## src/rtl/f_sweep_ctrl.sv

```systemverilog
// In-system sweep of the 4-input function block f: walks all 16 vectors, samples s,
// and compares the measured truth table with a golden mask captured at start.
module f_sweep_ctrl #(
  parameter int SETTLE = 1
) (
  input  logic        clk,
  input  logic        reset,
  input  logic        start,
  input  logic [15:0] expected,
  input  logic        s_in,
  output logic        a,
  output logic        b,
  output logic        c,
  output logic        d,
  output logic        busy,
  output logic        done,
  output logic [15:0] table_out,
  output logic [4:0]  err_count,
  output logic [3:0]  first_fail,
  output logic        fail_valid,
  output logic        match
);

  typedef enum logic [1:0] {IDLE, APPLY, SAMPLE, DONE} state_t;

  localparam logic [3:0] RELOAD = 4'(SETTLE - 1);

  state_t      state, state_nx;
  logic [3:0]  idx, idx_nx;
  logic [3:0]  wcnt, wcnt_nx;
  logic [15:0] mask, mask_nx;
  logic [15:0] table_nx;
  logic [4:0]  err_nx;
  logic [3:0]  first_nx;
  logic        match_nx;
  logic        sweeping;

  always_ff @(posedge clk) begin
    if (reset) begin
      state      <= IDLE;
      idx        <= 4'd0;
      wcnt       <= 4'd0;
      mask       <= 16'd0;
      table_out  <= 16'd0;
      err_count  <= 5'd0;
      first_fail <= 4'd0;
      match      <= 1'b0;
    end else begin
      state      <= state_nx;
      idx        <= idx_nx;
      wcnt       <= wcnt_nx;
      mask       <= mask_nx;
      table_out  <= table_nx;
      err_count  <= err_nx;
      first_fail <= first_nx;
      match      <= match_nx;
    end
  end

  always_comb begin
    state_nx = state;
    idx_nx   = idx;
    wcnt_nx  = wcnt;
    mask_nx  = mask;
    table_nx = table_out;
    err_nx   = err_count;
    first_nx = first_fail;
    match_nx = match;
    case (state)
      IDLE: begin
        if (start) begin
          mask_nx  = expected;
          table_nx = 16'd0;
          err_nx   = 5'd0;
          first_nx = 4'd0;
          match_nx = 1'b0;
          idx_nx   = 4'd0;
          wcnt_nx  = RELOAD;
          state_nx = APPLY;
        end
      end
      APPLY: begin
        if (wcnt == 4'd0) state_nx = SAMPLE;
        else              wcnt_nx  = wcnt - 4'd1;
      end
      SAMPLE: begin
        table_nx[idx] = s_in;
        if (s_in != mask[idx]) begin
          err_nx = err_count + 5'd1;
          // Only the first mismatch of the sweep records its index.
          if (err_count == 5'd0) first_nx = idx;
        end
        if (idx == 4'd15) begin
          state_nx = DONE;
        end else begin
          idx_nx   = idx + 4'd1;
          wcnt_nx  = RELOAD;
          state_nx = APPLY;
        end
      end
      DONE: begin
        match_nx = (err_count == 5'd0);
        state_nx = IDLE;
      end
      default: state_nx = IDLE;
    endcase
  end

  // Every output below decodes registered state only.
  assign sweeping     = (state == APPLY) || (state == SAMPLE);
  assign {a, b, c, d} = sweeping ? idx : 4'd0;
  assign busy         = sweeping;
  assign done         = (state == DONE);
  assign fail_valid   = (err_count != 5'd0);

endmodule

```

## config.mk

```make
export PLATFORM = sky130hd
export DESIGN_NAME = f_sweep_ctrl
export DESIGN_NICKNAME = d
export VERILOG_FILES = /design/src/rtl/f_sweep_ctrl.sv
export SDC_FILE = /design/constraint.sdc
export NUM_CORES = 1
export LEC_CHECK = 0
export CAP_MARGIN = 20
export CORE_ASPECT_RATIO = 1.75
export CORE_MARGIN = 2
export CORE_UTILIZATION = 41
export CTS_CLUSTER_DIAMETER = 40
export DETAILED_ROUTE_END_ITERATION = 6
export GPL_TIMING_DRIVEN = 0
export PLACE_DENSITY = 0.68
export SYNTH_ARGS = -nofsm -noshare
export SYNTH_HDL_FRONTEND = slang
export SYNTH_SLANG_ARGS = --single-unit
```

## constraint.sdc

```tcl
create_clock -name clk -period 2.3 [get_ports clk]
set_input_delay 0.345 -clock clk [delete_from_list [all_inputs] [get_ports clk]]
set_output_delay 0.345 -clock clk [all_outputs]
set_load 0.005 [all_outputs]
```

After elaboration in Yosys (flattened, before gate mapping)
Index checks and enable logic that the tools add are counted.

Bits in registers: 52. Input port bits: 20. Output and inout port bits: 33. Word-level logic and storage cells: 67.

$add $sub $neg: 3. Magnitude comparators: 2. Equal/unequal tests: 11. Mux-type cells: 26. Reductions and logical operators: 17.

Operators with widths (count): $pmux W16 S2 (1); $mux W4 (7); $bwmux W16 (1); $mux W16 (1); $pmux W4 S2 (2); $ne A2 B2 Y1 const B (6); $pmux W4 S3 (1); $mux W5 (2); $pmux W5 S2 (1); $pmux W2 S4 (1); $reduce_and A2 Y1 (4); $reduce_and A4 Y1 (2); $mux W2 (3); $reduce_and A3 Y1 (2); $add A5 B1 Y5 const B (1); $logic_not A5 Y1 (1); $lt A4 B5 Y1 const B (1); $reduce_bool A5 Y1 (1); $add A4 B1 Y4 const B (1); $bmux W1 S4 (1); $demux W1 S4 (1); $eq A2 B2 Y1 const B (2); $eq A4 B4 Y1 const B (1); $ge A4 B1 Y1 const B (1); other kinds (11) (14).

Depth between registers and ports, before layout
Gate-level depths: netlist of the first run.

Depth after elaboration: 6. Gate-level depth with buffers: 9.

Least setup slack after synthesis of the first run
Ideal clock, no wire load.

Path type: reg2reg. Start: register idx[1]. End: register err_count[2]. Arrival: 2.105 ns. Slack: 0.135 ns. Cell stages (with the launch flop): 8. Cells stage by stage: dfxtp_1 -> buf_6 -> mux2i_1 -> mux4_2 -> xor2_1 -> a31o_4 -> or4_1 -> nand2_1.

Longest elaborated chain between the ends: 5.

RTL lines: start: declaration (RTL line 29) `logic [3:0] idx, idx_nx;`; start signal: assignment (RTL line 50) `idx <= idx_nx;`; $bmux W1 S4 (RTL line 88) `if (s_in != mask[idx]) begin`; $mux W1 (not written as such) (RTL line 88); $ne A1 B1 Y1 (RTL line 88); $ne A2 B2 Y1 (no line); $reduce_and A3 Y1 (no line); end signal: assignment (RTL line 54) `err_count <= err_nx;`; end: declaration (RTL line 18) `output logic [4:0] err_count,`.

Every way passes these cells. The select of a mux whose other input is x is not followed. A chain may end at the register's enable or synchronous reset.

Worst setup path after layout of the first run
Ends and elaborated chain as after synthesis.

==> reports/summary.md, run 1 <==
The run finished with clean final reports. In the final layout, the multi-input gates occupy 0.00154 mm2. The tightest slew margin relative to the limit is 0.633, and the register area share after synthesis is 0.393. Excluding fillers, the count of instances in the completed layout stands at 459. The half-perimeter wire length of the detailed placement result was 5140 um; the share of final-layout standard cells stronger than drive strength 1 was 0.0739. The core region is 0.00623 mm2.

The clock latency of the later-clocked register in the worst-skew pair is 0.31 ns, and the power density over the cells is 549 mW/mm2. The synthesized-area fraction occupied by and/or/nand/nor cells was 0.221. The TritonCTS buffer count is 5, and the number of hold buffers added after cts is 0.

Counting flops and latches in the post-synthesis netlist gives 52. After detailed routing, the number of vias per cell comes to 5.41. The routed layout has 2485 vias. The maximum fanout along the worst path was 10. Wires add up to 6680 um. The floorplan has 38 rows. The number of pins with negative max-slew slack in the final report is 0. The sequential cells in the finished layout cover a total of 0.00105 mm2. The count of yosys warnings during synthesis was 0. For the remaining number of nets flagged by the antenna check after routing, the log shows 0. The synthesized cell area is 0.00265 mm2, and the clock slew at the register clock pins of the worst setup and hold paths is 0.09 ns. Buffers added to address setup during post-CTS repair amount to 0. The switching part of the total works out to 0.280. The global-route wire length before repair was 11000 um. TritonCTS built the clock tree.

The die outline width was 64.8 um. Walking the worst path, the cells encountered are buf_6, mux2i_1, mux4_2, xor2_2, a31o_4, or4_1, nand2_1. For the global router's overall resource usage, the log shows 0.200.

Internal power: 1350 uW. The tools report the max-cap check violation count as 0. The detailed router finished its first iteration with 113 violations.

The run gives 0 as the overall overflow remaining after global route. After detailed routing, the number of remaining DRC violations is 0. For the worst setup path, the data required time is 2.56 ns.

In this run the worst setup path terminates at err_count[2]. The synthesized area divided by synthesized cell count is 8.18 um2. For the total leakage power, the log shows 0.00125 uW.

For the final count of hold timing violations, the log shows 0. The antenna cell count was 0. The adder and majority gate portion of the synthesized area was 0.0567; the number of detailed-routing iterations run before antenna repair was 4. For flop-to-flop paths, the worst setup slack is 0.09 ns. The part of the power in the clock network was 0.298. The portion of netlist area occupied by mux cells came out at 0.0548. Routability-driven placement finished with a final weighted congestion of 0.850.

The tools report the via count of the first global-routing pass as 2360. The fraction of synthesized cell area in xor and xnor cells came out at 0.00992. The worst setup path is launched from a flip-flop. Number of instances in the synthesized netlist: 324. In this run the critical register-to-register path is captured at err_count[2]. The tools report the floorplan die area as 0.00714 mm2. The power dissipated by switching net loads came out at 525 uW. For the worst setup path, the data arrival time is 2.48 ns. STA classifies the critical path endpoint as a flip-flop. The worst register-to-register path has a depth of 7. The maximum number of pins on one net before global-route repair was 15; the number of clock sinks was 52. The wire length per cell after detailed routing was 14.5 um; the maximum vdd ir drop was 0.000263 V. After synthesis, the largest family of logic cells by area is simple AND/OR/NAND/NOR gates.

Initial antenna violation count: 0. The run gives 356 as the net count of the mapped netlist. In the post-route analysis, the smallest setup slack over all paths is 0.0879 ns. In the final design database the tool counted 411 nets. The slew at the pin closest to its max-slew limit was 0.551 ns.

The number of levels in the clock H-tree is 2. The clock passes through at most 2 buffers. The filler cells instantiated in the layout total 602. The kind of path behind the tightest hold check is reg -> reg. Startpoint-to-endpoint class of the critical path: reg -> reg. From bottom edge to top edge, the die measures 110 um. The tools report the first element of the critical path as idx[1].

After detailed placement, the design holds a cell count of 455. For the final worst hold slack, the log shows 0.453 ns. The buffer cell driving the clock tree root was sky130_fd_sc_hd__clkbuf_8. The run gives 53 as the I/O pin total. The part of the power in combinational logic is 0.192. The clock period minus worst slack was 2.21 ns. In this run the critical register-to-register path is launched from idx[1].

The final critical-path share of the clock period works out to 0.962. The initial core utilization is 0.425. The growth of design area from synthesis to finish was 28.8%; the number of distinct library cell variants in the gate-level netlist after synthesis was 44.

For this run, the top clock speed supported by timing is 452 MHz. At the placement stage, the worst setup path has a slack of -0.207 ns. The area fraction in compound gates after synthesis is 0.217.

The largest stage delay on the critical path is 0.52 ns. The largest individual stage delay along the critical path comes from the cell sky130_fd_sc_hd__mux4_2. The design draws 1870 uW.

The quantity of I/O buffers inserted on ports came out at 51. The tools report the sequential share of power as 0.509. Setup violations remaining at the end of the flow were counted as 0.

Setup repair after global routing left no endpoint under its margin. Clock skew on the completed layout was measured at 0.00991 ns. The run gives 0.548 as the final core utilization.
cells in the mapped netlist (all sizes together):
cell | instances | area share
nor2 | 18 | 0.026
a31oi | 1 | 0.0024
o32ai | 5 | 0.017
a21bo | 1 | 0.0038
a2bb2oi | 2 | 0.0066
o21ai | 23 | 0.043
or3 | 2 | 0.0047
a2111o | 1 | 0.0043
xnor2 | 1 | 0.0033
clkbuf | 11 | 0.016
o31ai | 3 | 0.0085
inv | 16 | 0.023
a21oi | 35 | 0.066
dfxtp | 52 | 0.39
o211ai | 1 | 0.0028
ha | 12 | 0.057
nand2b | 7 | 0.017
buf | 5 | 0.0099
or4 | 1 | 0.0028
a21o | 1 | 0.0028
nand4b | 1 | 0.0033
mux4 | 1 | 0.0085
nor3 | 2 | 0.0038
a31o | 1 | 0.0066
nor3b | 1 | 0.0028
nand3 | 6 | 0.011
nor2b | 13 | 0.031
and2 | 6 | 0.014
or2 | 1 | 0.0024
and3 | 3 | 0.0071
nand4 | 4 | 0.0094
a211oi | 1 | 0.0028
mux2 | 2 | 0.0085
a2111oi | 1 | 0.0057
o311ai | 2 | 0.0066
nand2 | 56 | 0.079
nand3b | 1 | 0.0028
a22oi | 3 | 0.0085
xor2 | 2 | 0.0066
o41ai | 2 | 0.0066
mux2i | 10 | 0.038
or4b | 1 | 0.0038
a32o | 6 | 0.023
worst min path at each step:
stage	endpoint	cells past startpoint	slack (ns)	startpoint
after detailed placement	mask[11]	2	0.45	mask[11]
after global placement	mask[12]	2	0.44	mask[12]
after floorplan	mask[11]	2	0.43	mask[11]
final	mask[11]	2	0.45	mask[11]
after global routing	mask[3]	2	0.48	mask[3]
after CTS	mask[11]	2	0.46	mask[11]
layout by cell type (no fill, tap or decap), drive strengths merged, types with 2 or more instances in the layout:
cell type | netlist | routed
or3 | 2 | 2
dfxtp | 52 | 52
ha | 12 | 12
nor2b | 13 | 13
nor2 | 18 | 18
o31ai | 3 | 3
inv | 16 | 16
a22oi | 3 | 3
nand4 | 4 | 4
and2 | 6 | 6
o41ai | 2 | 2
clkbuf | 11 | 15
nor3 | 2 | 2
a2bb2oi | 2 | 2
buf | 5 | 5
clkdlybuf4s50 | 0 | 50
a21oi | 35 | 35
nand2b | 7 | 7
mux2 | 2 | 2
nand2 | 56 | 56
o32ai | 5 | 5
o21ai | 23 | 23
mux2i | 10 | 10
xor2 | 2 | 2
o311ai | 2 | 2
nand3 | 6 | 6
a32o | 6 | 6
and3 | 3 | 3
through the flow:
stage,TNS (ns),cell area (um2)
after CTS,0,3400
after global routing,0,3410
after floorplan,0,2650
after detailed placement,-3.08,3260
final,0,3410
after global placement,-2.54,3260
state kept, by name, indices dropped and copies added, names as in the netlist:
signal,flops
idx,4
err_count,5
table_out,16
mask,16
first_fail,4
wcnt,4
state,2
match,1
power by group through the flow:
| stage | clock [uW] | combinational (uW) | sequential, uW |
|---|---|---|---|
| floorplan | 0 | 230 | 972 |
| global placement | 0 | 332 | 977 |
| detailed placement | 0 | 339 | 978 |
| CTS | 572 | 356 | 957 |
| global route | 609 | 403 | 960 |
| finish | 559 | 361 | 955 |
kinds of logic after synthesis:
| group | count (synthesis) |
|---|---|
| fa+ha+maj | 12 |
| xor+xnor | 3 |
| flops | 52 |
| buf+inv | 32 |
| mux | 13 |
| compound gates | 89 |
| simple gates | 123 |
worst max-delay path, delay by kind of cell, from the launching register on:
family / cells / cell delay [ns]
mux: 2 / 0.63
xor+xnor: 1 / 0.18
buf+inv: 1 / 0.15
flops: 1 / 0.38
simple gates: 2 / 0.53
compound gates: 1 / 0.28
cell type report:
| cell class | instances | share of cell area |
|---|---|---|
| sequential | 52 | 0.307 |
| tap | 80 | 0.0293 |
| timing repair buffer | 51 | 0.150 |
| clock buffer | 7 | 0.0282 |
| multi-input combinational | 240 | 0.450 |
| inverter | 16 | 0.0176 |
| buffer | 13 | 0.0176 |
layer usage:
metal | GRT usage | vias up | routed length, um
met1 | 0.218 | 1165 | 2640
met3 | 0.0294 | 15 | 227
met2 | 0.370 | 62 | 3610
li1 | - | 1243 | -
met5 | 0 | - | 0
met4 | 0.105 | 0 | 196
repair_timing:
item	4_1_cts	5_1_grt
setup endpoints to repair	26	29
gates resized for setup	10	10
hold endpoints to repair	0	0
No activity file was read; power rests on OpenSTA's default activity.
==> run 2, diff against run 1 <==
CELL_PAD_IN_SITES_DETAIL_PLACEMENT = 0   (was not set)
CELL_PAD_IN_SITES_GLOBAL_PLACEMENT = 1   (was not set)
CORE_UTILIZATION = 34   (was 41)
PLACE_DENSITY = not set   (was 0.68)
PLACE_DENSITY_LB_ADDON = 0.1   (was not set)
==> reports/summary.md, run 2 (synthesis gave the netlist of run 1 again) <==
For the part of the power in combinational logic, the log shows 0.174. TritonCTS built the clock tree. The antenna cell count was 0; the floorplan die area was 0.00854 mm2.

In the final routed layout, each cell accounts on average for 16.0 um. The first element of the critical path was idx[0]. The final routed DRC violation total was 0; the sequential share of power was 0.438.

The tools report the met3 track utilization from global routing as 0.0292. The logs give 0.00418 ns for the largest clock skew in the final design and 0 for the count of final setup violators. The maximum number of pins on one net before global-route repair came out at 16. Summed over all layers, the routed wires come to 7540 um.

The flow ran to the end, and the final reports show no timing, DRC or antenna violations. At the worst endpoint, the required time is 2.55 ns. The tools report the area of all placed cells without fillers as 0.00354 mm2. The worst setup timing slack at the placement stage is -0.351 ns. The quantity of I/O buffers inserted on ports was 51. For the routing usage on met2, the log shows 0.326. Buffer and inverter count on the worst path: 1. Before antenna repair, the detailed router went through 4 iterations. Based on the critical path, the design can be clocked at up to 449 MHz. The worst hold path belongs to the class reg -> reg. The share of final-layout standard cells stronger than drive strength 1 was 0.0938; the number of DRC markers in iteration 0 was 96.

The design draws 2180 uW. Along the worst path, the maximum fanout reaches 10. The switching part of the total is 0.266, and the clock latency of the later-clocked register in the worst-skew pair is 0.30 ns. In this run, CTS created clock tree buffers numbering 5. The largest registers in the layout are mask: 16 flops, table_out: 16 flops, err_count: 5 flops.

The remaining number of nets flagged by the antenna check after routing is 0, and the met1 usage is 0.203. The startpoint of the worst register-to-register path is idx[0]. Measured along the y axis, the die boundary spans 121 um. The slew at the pin closest to its max-slew limit works out to 0.607 ns. The library cells used most frequently in the layout, excluding fill and tap cells, are 56 x sky130_fd_sc_hd__nand2_1, 51 x sky130_fd_sc_hd__clkdlybuf4s50_1, 50 x sky130_fd_sc_hd__dfxtp_1. The worst hold path begins at mask[0].

The tools report the final worst slack as 0.0730 ns. The most utilized layer in the global route result is met2. For the weighted congestion reported at the end of routability-driven placement, the log shows 0.829.

The largest stage delay on the critical path works out to 0.59 ns. The library cell used most frequently in the layout, excluding fill and tap cells, is sky130_fd_sc_hd__nand2_1. The run gives 0.000491 V as the maximum vdd ir drop. The nature of the critical path startpoint is a flip-flop. For the global-route wire length before repair, the log shows 11900 um.

The clock period could shrink to 2.23 ns. Hold repair after CTS inserted 0 buffers. The kind of cell with the highest combined delay along the critical path is multiplexers. The number of pins with negative max-slew slack in the final report is 0, and the power density over the cells is 616 mW/mm2. After global routing the overflow that remains totals 0. The worst setup path is of the reg -> reg kind. Clock-pin slew was measured on the worst setup and hold paths at 0.07 ns. During I/O placement, the number of pins put on the boundary was 53. Endpoint kind of the worst setup timing path: a flip-flop.

For this design, the slowest cell found on the critical path is sky130_fd_sc_hd__mux4_2. The initial antenna violation count came out at 0. The via count of the first global-routing pass came out at 2450. In this run the clock root is driven by a sky130_fd_sc_hd__clkbuf_16. The tools report the tightest slew margin relative to the limit as 0.595. The detail-routed via count per cell is 5.33, and the initial core utilization is 0.350. The global router's overall resource usage was 0.181. The clock drives 52 sinks. In this run the static leakage power is 0.00129 uW.

The H-tree was split into 2 levels. The instance area at placement was 0.00327 mm2; the internal power was 1600 uW. Across the run, the number of max-cap violations was 0. Counting the fill cells in the layout gives 796. Data arrives at the worst endpoint at 2.47 ns.

Setup slack on the worst reg-to-reg path comes out at 0.07 ns. Across all layers, the routed design uses 2517 vias. The number of buffers between clock root and the deepest sink was 2. The final critical-path share of the clock period works out to 0.968. The signal on the critical path passes through inv_1, mux4_2, xor2_2, a31o_4, or4_1, nand2_1. Summed over all nets, the half-perimeter wirelength after detailed placement is 5600 um.

The final count of hold timing violations was 0. The part of the power in the clock network was 0.387. The final core utilization is 0.468, and the growth of design area from synthesis to finish is 33.7%. In the final design database the tool counted 415 nets. For the core outline area, the log shows 0.00757 mm2. The die is 70.7 um wide. Hold is met by 0.455 ns. The run gives 581 uW as the power dissipated by switching net loads.

The initialized floorplan defines 42 standard-cell rows.
-- run 2: cell count changes in the layout (fill, tap and decap cells not counted), sizes merged --
cell           before  now
buf                 5   10
bufinv              0    1
inv                16   15
clkbuf             15   13
clkdlybuf4s50      50   51
clkinv              0    1
dlymetal6s2s        1    0
clkinvlp            0    1
-- run 2: layer usage --
layer / up-vias / part of all wire
li1: 1258 / -
met1: 1200 / 0.42
met2: 50 / 0.53
met3: 9 / 0.029
met4: 0 / 0.022
met5: - / 0
-- run 2: cell type report --
cell class	count	area, um2	share of cell area
clock inverters	2	35.0	0.00989
repair buffers	55	541	0.153
flip-flops and latches	52	1050	0.295
inverters	16	63.8	0.0180
plain buffers	13	66.3	0.0187
well taps	88	110	0.0311
clock buffers	6	129	0.0364
multi-input cells	240	1550	0.438
-- run 2: timing repair --
| item | 4_1_cts | 5_1_grt |
|---|---|---|
| pin swaps | 0 | 1 |
| endpoints found under the setup margin | 31 | 17 |
| gates resized for setup | 17 | 10 |
| buffers inserted | 0 | 4 |
-- run 2: final timing paths --
path                  end  depth (start not counted)
max reg2reg  err_count[2]                          6
min reg2reg       mask[0]                          2
max          err_count[2]                          6
min               mask[0]                          2
-- run 2: worst reg2reg max path: stages, from the launching register on --
cell	delay, ns
sky130_fd_sc_hd__dfxtp_2	0.38
sky130_fd_sc_hd__inv_1	0.20
sky130_fd_sc_hd__mux4_2	0.59
sky130_fd_sc_hd__xor2_2	0.19
sky130_fd_sc_hd__a31o_4	0.29
sky130_fd_sc_hd__or4_1	0.46
sky130_fd_sc_hd__nand2_1	0.07
-- run 2: metrics by stage --
step	cells	TNS, ns
after global placement	463	-6.63
after global routing	472	-0.00475
after detailed placement	463	-6.67
after CTS	470	0
final	472	0
after floorplan	324	0
-- run 2: power by group through the flow --
stage                     combinational [uW]  sequential [uW]  clock (uW)
after floorplan                          230              972           0
after global placement                   348              978           0
after detailed placement                 353              978           0
after CTS                                377              956         870
after global routing                     422              960         897
final                                    380              956         845
==> run 3, diff against run 2 <==
CTS_CLUSTER_DIAMETER = 120   (was 40)
==> results of run 3 <==
Final layout, timing and power as in run 2 (identical DEF).
